$ cat src/rtl/feed_arb_pkg.sv
// feed_arb_pkg: shared constants and the round-robin pick helper for feed_arbiter.
package feed_arb_pkg;

  localparam int DEF_NUM_FEEDS      = 4;
  localparam int DEF_GAP_CYCLES     = 2;
  localparam int DEF_TIMEOUT_CYCLES = 64;
  localparam int MAX_FEEDS          = 8;

  localparam logic [1:0] ST_IDLE = 2'd0;
  localparam logic [1:0] ST_XFER = 2'd1;
  localparam logic [1:0] ST_GAP  = 2'd2;

  // First requester at or after ptr, wrapping modulo n. Scanning from the far
  // end lets the closest requester overwrite the result last.
  function automatic logic [2:0] rr_pick(input logic [MAX_FEEDS-1:0] req,
                                         input logic [2:0] ptr,
                                         input int n);
    int idx;
    logic [2:0] pick;
    pick = '0;
    for (int i = MAX_FEEDS - 1; i >= 0; i--) begin
      if (i < n) begin
        idx = (int'(ptr) + i) % n;
        if (req[3'(idx)]) pick = 3'(idx);
      end
    end
    return pick;
  endfunction

endpackage

$ cat src/rtl/rr_pick_comb.sv
// rr_pick_comb: combinational round-robin priority encoder.
module rr_pick_comb
  import feed_arb_pkg::*;
#(
  parameter  int NUM_FEEDS = DEF_NUM_FEEDS,
  localparam int FIDW      = $clog2(NUM_FEEDS)
) (
  input  logic [NUM_FEEDS-1:0] req,
  input  logic [FIDW-1:0]      ptr,
  output logic [FIDW-1:0]      grant,
  output logic                 any_req
);

  logic [2:0] pick;

  // Search from ptr upward and report whether anyone is asking at all.
  always_comb begin
    pick    = rr_pick(MAX_FEEDS'(req), 3'(ptr), NUM_FEEDS);
    grant   = FIDW'(pick);
    any_req = |req;
  end

endmodule

$ cat src/rtl/feed_arbiter.sv
// feed_arbiter: packet-granular round-robin arbiter in front of the parse chain.
// One feed owns the output for a whole frame; a fixed idle gap follows each frame.
// Optional stall watchdog built when FEED_TIMEOUT_EN is defined.
//
// state   | meaning
// IDLE    | no grant; pick the next requester from rr_ptr
// XFER    | granted feed streams bytes until its last byte
// GAP     | forced idle cycles so the parser returns to its header state
module feed_arbiter
  import feed_arb_pkg::*;
#(
  parameter  int NUM_FEEDS      = DEF_NUM_FEEDS,
  parameter  int GAP_CYCLES     = DEF_GAP_CYCLES,
  parameter  int TIMEOUT_CYCLES = DEF_TIMEOUT_CYCLES,
  localparam int FIDW           = $clog2(NUM_FEEDS)
) (
  input  logic                   clk,
  input  logic                   rst,
  input  logic [NUM_FEEDS*8-1:0] feed_data,
  input  logic [NUM_FEEDS-1:0]   feed_valid,
  input  logic [NUM_FEEDS-1:0]   feed_last,
  output logic [NUM_FEEDS-1:0]   feed_ready,
  output logic [7:0]             data_out,
  output logic                   valid_out,
  output logic                   last_out,
  output logic [FIDW-1:0]        grant_id,
  output logic                   busy,
  output logic                   abort_out
);

  logic [1:0]      state;
  logic [FIDW-1:0] rr_ptr;
  logic [FIDW-1:0] pick;
  logic            any_req;
  logic [3:0]      gap_cnt;
  logic [7:0]      lane [NUM_FEEDS];
  logic [7:0]      sel_data;
  logic            sel_valid;
  logic            sel_last;
  logic            accept;
  logic            stall_hit;
  logic [FIDW-1:0] next_ptr;

  rr_pick_comb #(.NUM_FEEDS(NUM_FEEDS)) u_pick (
    .req     (feed_valid),
    .ptr     (rr_ptr),
    .grant   (pick),
    .any_req (any_req)
  );

  // Split the flat data bus into per-feed byte lanes.
  always_comb begin
    for (int i = 0; i < NUM_FEEDS; i++) lane[i] = feed_data[8*i +: 8];
  end

  // Mux the granted feed and decide whether its byte is taken this cycle.
  always_comb begin
    sel_data  = lane[grant_id];
    sel_valid = feed_valid[grant_id];
    sel_last  = feed_last[grant_id];
    accept    = (state == ST_XFER) && sel_valid;
    next_ptr  = (grant_id == FIDW'(NUM_FEEDS - 1)) ? '0 : grant_id + FIDW'(1);
  end

  // Only the granted feed sees ready, and only while transferring.
  always_comb begin
    feed_ready = '0;
    if (state == ST_XFER) feed_ready[grant_id] = 1'b1;
  end

  assign busy = (state == ST_XFER) || (state == ST_GAP);

`ifdef FEED_TIMEOUT_EN
  localparam int TOW = $clog2(TIMEOUT_CYCLES + 1);

  logic [TOW-1:0] stall_cnt;
  logic           abort_q;

  assign stall_hit = (state == ST_XFER) && !accept &&
                     (stall_cnt == TOW'(TIMEOUT_CYCLES - 1));
  assign abort_out = abort_q;

  // Count consecutive mid-frame cycles without a byte; fire once at the limit.
  always_ff @(posedge clk) begin
    if (rst || state != ST_XFER || accept) stall_cnt <= '0;
    else                                   stall_cnt <= stall_cnt + TOW'(1);
    abort_q <= !rst && stall_hit;
  end
`else
  // Watchdog not built: a stalled feed keeps the grant. The parameter is kept
  // so both builds share one interface; the compare is constant false.
  assign stall_hit = 1'b0;
  assign abort_out = (TIMEOUT_CYCLES < 0);
`endif

  // Register each accepted byte toward the parser (one-cycle latency).
  always_ff @(posedge clk) begin
    if (rst) begin
      data_out  <= '0;
      valid_out <= 1'b0;
      last_out  <= 1'b0;
    end else begin
      valid_out <= accept;
      last_out  <= accept && sel_last;
      if (accept) data_out <= sel_data;
    end
  end

  // Arbitration FSM with the post-frame gap down-counter.
  always_ff @(posedge clk) begin
    if (rst) begin
      state    <= ST_IDLE;
      grant_id <= '0;
      rr_ptr   <= '0;
      gap_cnt  <= '0;
    end else begin
      case (state)
        ST_IDLE: begin
          if (any_req) begin
            grant_id <= pick;
            state    <= ST_XFER;
          end
        end
        ST_XFER: begin
          if ((accept && sel_last) || stall_hit) begin
            rr_ptr  <= next_ptr;
            gap_cnt <= 4'(GAP_CYCLES - 1);
            state   <= ST_GAP;
          end
        end
        ST_GAP: begin
          if (gap_cnt == '0) state <= ST_IDLE;
          else               gap_cnt <= gap_cnt - 4'd1;
        end
        default: state <= ST_IDLE;
      endcase
    end
  end

endmodule

$ cat config.mk
export PLATFORM = sky130hd
export DESIGN_NAME = feed_arbiter
export DESIGN_NICKNAME = d
export VERILOG_FILES = /design/src/rtl/feed_arb_pkg.sv /design/src/rtl/rr_pick_comb.sv /design/src/rtl/feed_arbiter.sv
export SDC_FILE = /design/constraint.sdc
export NUM_CORES = 1
export LEC_CHECK = 0
export BUFFER_PORTS_ARGS = -buffer_cell sky130_fd_sc_hd__buf_4
export CAP_MARGIN = 10
export CORE_MARGIN = 2
export CORE_UTILIZATION = 42
export CTS_CLUSTER_SIZE = 12
export DETAILED_ROUTE_END_ITERATION = 7
export PLACE_DENSITY = 0.86
export SYNTH_ARGS = -nofsm -noshare
export SYNTH_HDL_FRONTEND = slang
export SYNTH_HIERARCHICAL = 1
export SYNTH_SLANG_ARGS = --single-unit
$ cat constraint.sdc
create_clock -name clk -period 1.7 [get_ports clk]
set_clock_uncertainty 0.2 [all_clocks]
set_input_delay 0.17 -clock clk [delete_from_list [all_inputs] [get_ports clk]]
set_output_delay 0.17 -clock clk [all_outputs]
set_load 0.1 [all_outputs]
* Word-level counts from Yosys, hierarchy flattened
Cells that the tools add are included.
Storage, ports and cells: register bits 20, input bits 42, output and inout port bits 18
Cells by class: add/sub/neg operators 5, magnitude comparators 7, eq/ne operators 7, muxes and demuxes 33, bitwise logic cells 4, reduce and logical (&&, ||, !) cells 15
Operator list (count):
- 8-bit binary-select mux with 2-bit select | 1
- 2-bit two-way mux | 8
- 8-bit two-way mux | 2
- 3-bit by 5-bit less-than comparator with 1-bit output, second input constant | 3
- 4-bit two-way mux | 3
- 1-bit two-way mux | 10
- 1-bit binary-select mux with 3-bit select | 3
- 4-bit one-hot mux with 2 select lines | 1
- 1-bit binary-select mux with 2-bit select | 3
- 2-bit one-hot mux with 3 select lines | 1
- 3-bit AND reduction | 2
- 2-bit OR reduction | 3
- 2-bit by 1-bit adder with 2-bit output, second input constant | 2
- 2-bit adder, second input constant | 2
- 2-bit == test, second input constant | 2
- 4-bit zero test | 1
- 2-bit by 4-bit less-than comparator with 1-bit output, second input constant | 1
- 2-bit by 1-bit inequality test with 1-bit output, second input constant | 2
- 2-bit inequality test, second input constant | 2
- 2-bit AND reduction | 2
- 4-bit OR reduction | 1
- 4-bit by 1-bit subtractor with 4-bit output, second input constant | 1
- 1-bit bitwise AND, first input constant | 3
- 3-bit greater-or-equal comparator, second input constant | 1
- other kinds (9) | 11

* Logic depth before layout (Yosys ltp)
depth in word-level cells 10, mapped depth 7, depth with buffers taken out 6

* Hierarchy
Netlist, hierarchy kept.
By module, submodules not included:
- feed_arbiter | instances 1, cells an instance 125, area an instance 1233.7 um2, sequential area each 400.4 um2
- rr_pick_comb | instances 1, cells an instance 13, area an instance 77.6 um2, sequential area each 0.0 um2

* Worst setup path after synthesis
OpenSTA, ideal clock, no wires.
kind register -> output, start point register grant_id[0], end point output port feed_ready[2], data arrival time 2.230 ns, data required time 1.330 ns, setup slack -0.900 ns, stages on the path, launching flop included 5, buffers on the path 1, path through dfxtp_1 buf_2 inv_1 ha_1 and2_1
Between the ends: cells in the longest elaborated chain, start to end 5
RTL lines:
- start, declared | line feed_arbiter.sv:26 | output logic [FIDW-1:0] grant_id,
- start signal, assigned | line feed_arbiter.sv:120 | grant_id <= pick;
- 2-bit by 3-bit less-than comparator with 1-bit output (not written as such) or 2-bit by 1-bit greater-or-equal comparator with 1-bit output (tied branches) | line feed_arbiter.sv:68 | if (state == ST_XFER) feed_ready[grant_id] = 1'b1;
- 1-bit logical AND (not written as such) | line feed_arbiter.sv:68
- 1-bit two-way mux (not written as such) | line feed_arbiter.sv:68
- 1-bit demux with 2-bit select (*) | line feed_arbiter.sv:68
- 4-bit two-way mux (*) | line feed_arbiter.sv:68
- end, declared | line feed_arbiter.sv:22 | output logic [NUM_FEEDS-1:0] feed_ready,
Mark *: on every way between the ends. The rest lies on a longest branch, timed or not.

* Worst setup path in the final report
start point register grant_id[0], end point register gap_cnt[1]
Between the ends: cells in the longest elaborated chain, start to end 6
RTL lines:
- 1-bit binary-select mux with 2-bit select | line feed_arbiter.sv:59 | sel_valid = feed_valid[grant_id];
- 1-bit two-way mux (not written as such) | line feed_arbiter.sv:59
- 1-bit logical AND | line feed_arbiter.sv:61 | accept = (state == ST_XFER) && sel_valid;
- 1-bit logical AND (*) | line feed_arbiter.sv:125 | if ((accept && sel_last) || stall_hit) begin
- 2-bit by 1-bit inequality test with 1-bit output (no source line) (*)
- 3-bit AND reduction (no source line) (*)
- end signal, assigned | line feed_arbiter.sv:127 | gap_cnt <= 4'(GAP_CYCLES - 1);
- end signal, assigned | line feed_arbiter.sv:133 | else gap_cnt <= gap_cnt - 4'd1;
- end, declared | line feed_arbiter.sv:35 | logic [3:0] gap_cnt;
Mark *: on every way between the ends. The rest lies on a longest branch, timed or not. The select of a mux whose other input is x is not followed. A chain may end at the register's enable or synchronous reset.

==> results.yml <==
grt:
  grt_start_max_net_pins: 22
  grt_overflow_total: 0
  antenna_found_initial: 0
  track_usage: 0.202
  first_global_vias: 1205
  grtUsageMet3: 0.0433
  grt_pass1_wl_mm: 5.45
  busiest_layer: "met2"
  gr-usage-met2: 0.354
  use_met1: 0.239
worst_setup_path:
  arrival_ns: 1.89
  timing.rr.end: "gap_cnt[1]$_SDFFE_PP0P_"
  worstSetupStartpointType: "register"
  crit_end: "gap_cnt[1]$_SDFFE_PP0P_"
  critPathLaunch: "grant_id[0]$_SDFFE_PP0P_"
  r2r_cells: 4
  regToRegStartpoint: "grant_id[0]$_SDFFE_PP0P_"
  r2r_slack_ns: -0.13
  cp_max_fo: 7
  cp.required_ns: 1.76
  path_class: "reg2reg"
  endpoint_kind: "register"
synthesis:
  synth_edf_count: 0
  ys_ff_latch: 20
  ys_types: 29
  synth_fp_nets: 191
  synthArstFlopShare: 0
  netlist_area_mm2: 0.00131
  syn_area_per_cell_um2: 9.50
  yosysWarnings: 6
  synth-seq-area-share: 0.305
  synthCells: 138
  synth-main-ff-cell: "dfxtp_1"
outcome:
  violations: "negative setup slack"
  status: "finished, violations left"
pwr:
  total_leakage_power_uw: 0.00102
  finalPower_uw: 3440
  p_per_area_mw_per_mm2: 1530
  peakVddDrop_mv: 1.13
route:
  wirelength_mm: 4.05
  via_count: 1371
  drt_first_iter_violations: 57
  drc: 0
  vias_per_cell: 5.42
  routedWlPerCell_um: 16.0
  antenna_left: 0
  drtPass1Iterations: 4
sta:
  hold_viol: 0
  rsz0062_at_grt: "yes"
  hold_slack_ns: 0.0808
  min_period_ns: 1.83
  fin_tns_setup_ns: -1.61
  fin_crit_sh: 1.08
  setup_violations: 21
  max_freq_ghz: 0.546
  drv_slew: 0
  setup_ws_ns: -0.132
finish:
  layout_common_cells: "buf_4, nor2_1, dfxtp_1"
  area_growth_pct: 71.6
  final_cells: 253
  layout.nets: 274
  antenna_cells: 0
  layout_commonest_cell: "buf_4"
  drive_gt1_frac: 0.550
min_path:
  hold_class: "in2reg"
  holdPathStages: 4
placement:
  hpwl_mm: 2.69
  place_inst: 240
  io_buffers: 58
  place.gp.congestion: 0.887
  preCtsSetupSlack_ns: -0.107
cts:
  clk_latency_ns: 0.33
  clock-root-buffer: "clkbuf_4"
  numCtsBuffers: 3
  htreeDepth: 1
  cts_sinks: 20
  clk_pin_slew_ns: 0.14
  cts_tree: "built"
  cts_buffer_depth: 2
die:
  io_pins: 60
  die_height_um: 59.9
  core_area_mm2: 0.00300
  die_w_um: 59.9
  initial_utilization: 0.437
  num_rows: 20
  die-area_mm2: 0.00359
run:
  drv_cap: 0
==> cell type report <==
cell class              count  area (um2)
well taps                  33        41.3
repair buffers             84         738
inverters                   9        46.3
clock buffers               3        22.5
multi-input cells         103         957
flip-flops and latches     20         414
fillers                   211         753
clock inverters             1        30.0
==> synth_stat cells (2+ instances only) <==
master    instances  share of area
a211oi_1          2          0.011
or4_1             2          0.011
o31ai_1           2          0.011
dfxtp_1          20           0.31
nand2b_1          6          0.029
nand3_1           4          0.015
ha_1             11           0.10
mux4_2           10           0.17
inv_1             9          0.026
nor2_1           18          0.052
nand2_1           8          0.023
nor3_1            2         0.0076
mux2i_1          11          0.084
and2_1            5          0.024
a21oi_1          10          0.038
a21o_1            2          0.011
nor3b_1           2          0.011
clkbuf_1          3         0.0086
==> kinds of logic (layout without fill, tap and decap cells) <==
group | Yosys count | count (layout) | synth area share
AND/OR/NAND/NOR | 50 | 50 | 0.187
multiplexers | 21 | 21 | 0.256
AO/OA/AOI/OAI | 20 | 20 | 0.0973
flip-flops | 20 | 20 | 0.305
buffers and inverters | 15 | 97 | 0.0467
adder cells (fa/ha/maj) | 11 | 11 | 0.105
other | 1 | 1 | 0.00286
==> layer usage <==
layer	routed length, um	vias to the layer above	part of all wire
li1	-	648	-
met1	1560	657	0.39
met2	2110	56	0.52
met3	291	10	0.072
met4	90	0	0.022
met5	0	-	0
==> worst max-delay path, stage by stage (launching register included) <==
cell	delay [ns]
dfxtp_4	0.39
mux4_2	0.45
a21oi_4	0.12
or4_1	0.48
a21oi_1	0.13
==> state kept, by name, summed over array words and instances (netlist names) <==
register and count:
data_out 8, gap_cnt 4, grant_id 2, rr_ptr 2, state 2, last_out 1, valid_out 1
==> through the flow <==
step | cell area (um2) | utilization
final | 2250 | 0.749
after global routing | 2250 | 0.749
after CTS | 2090 | 0.698
after detailed placement | 1910 | 0.638
after global placement | 1910 | 0.638
after floorplan | 1340 | -
==> worst min-delay path by stage <==
stage / to / from / slack, ns
after floorplan: state[1]$_SDFFE_PP0P_ / rst / 0.15
after global placement: data_out[2]$_SDFFE_PP0P_ / data_out[2]$_SDFFE_PP0P_ / 0.24
after detailed placement: data_out[2]$_SDFFE_PP0P_ / data_out[2]$_SDFFE_PP0P_ / 0.28
after CTS: grant_id[1]$_SDFFE_PP0P_ / feed_valid[2] / 0.08
after global routing: data_out[0]$_SDFFE_PP0P_ / feed_data[0] / 0.09
final: data_out[0]$_SDFFE_PP0P_ / feed_data[0] / 0.08
==> power by group <==
part / internal [uW] / switching (uW) / leakage [uW]
Clock: 239 / 175 / 0.0000279
Sequential: 580 / 82.2 / 0.000166
Combinational: 1000 / 1360 / 0.000824
==> what timing repair did <==
| item | in CTS | in global routing |
|---|---|---|
| setup buffers | 1 | 6 |
| pin swaps | 6 | 9 |
| cloned | 0 | 0 |
| hold buffers | 2 | 0 |
| resized for setup | 25 | 27 |
| hold endpoints to repair | 17 | 0 |
| endpoints found under the setup margin | 20 | 22 |
(Power assumes the default switching activity.)
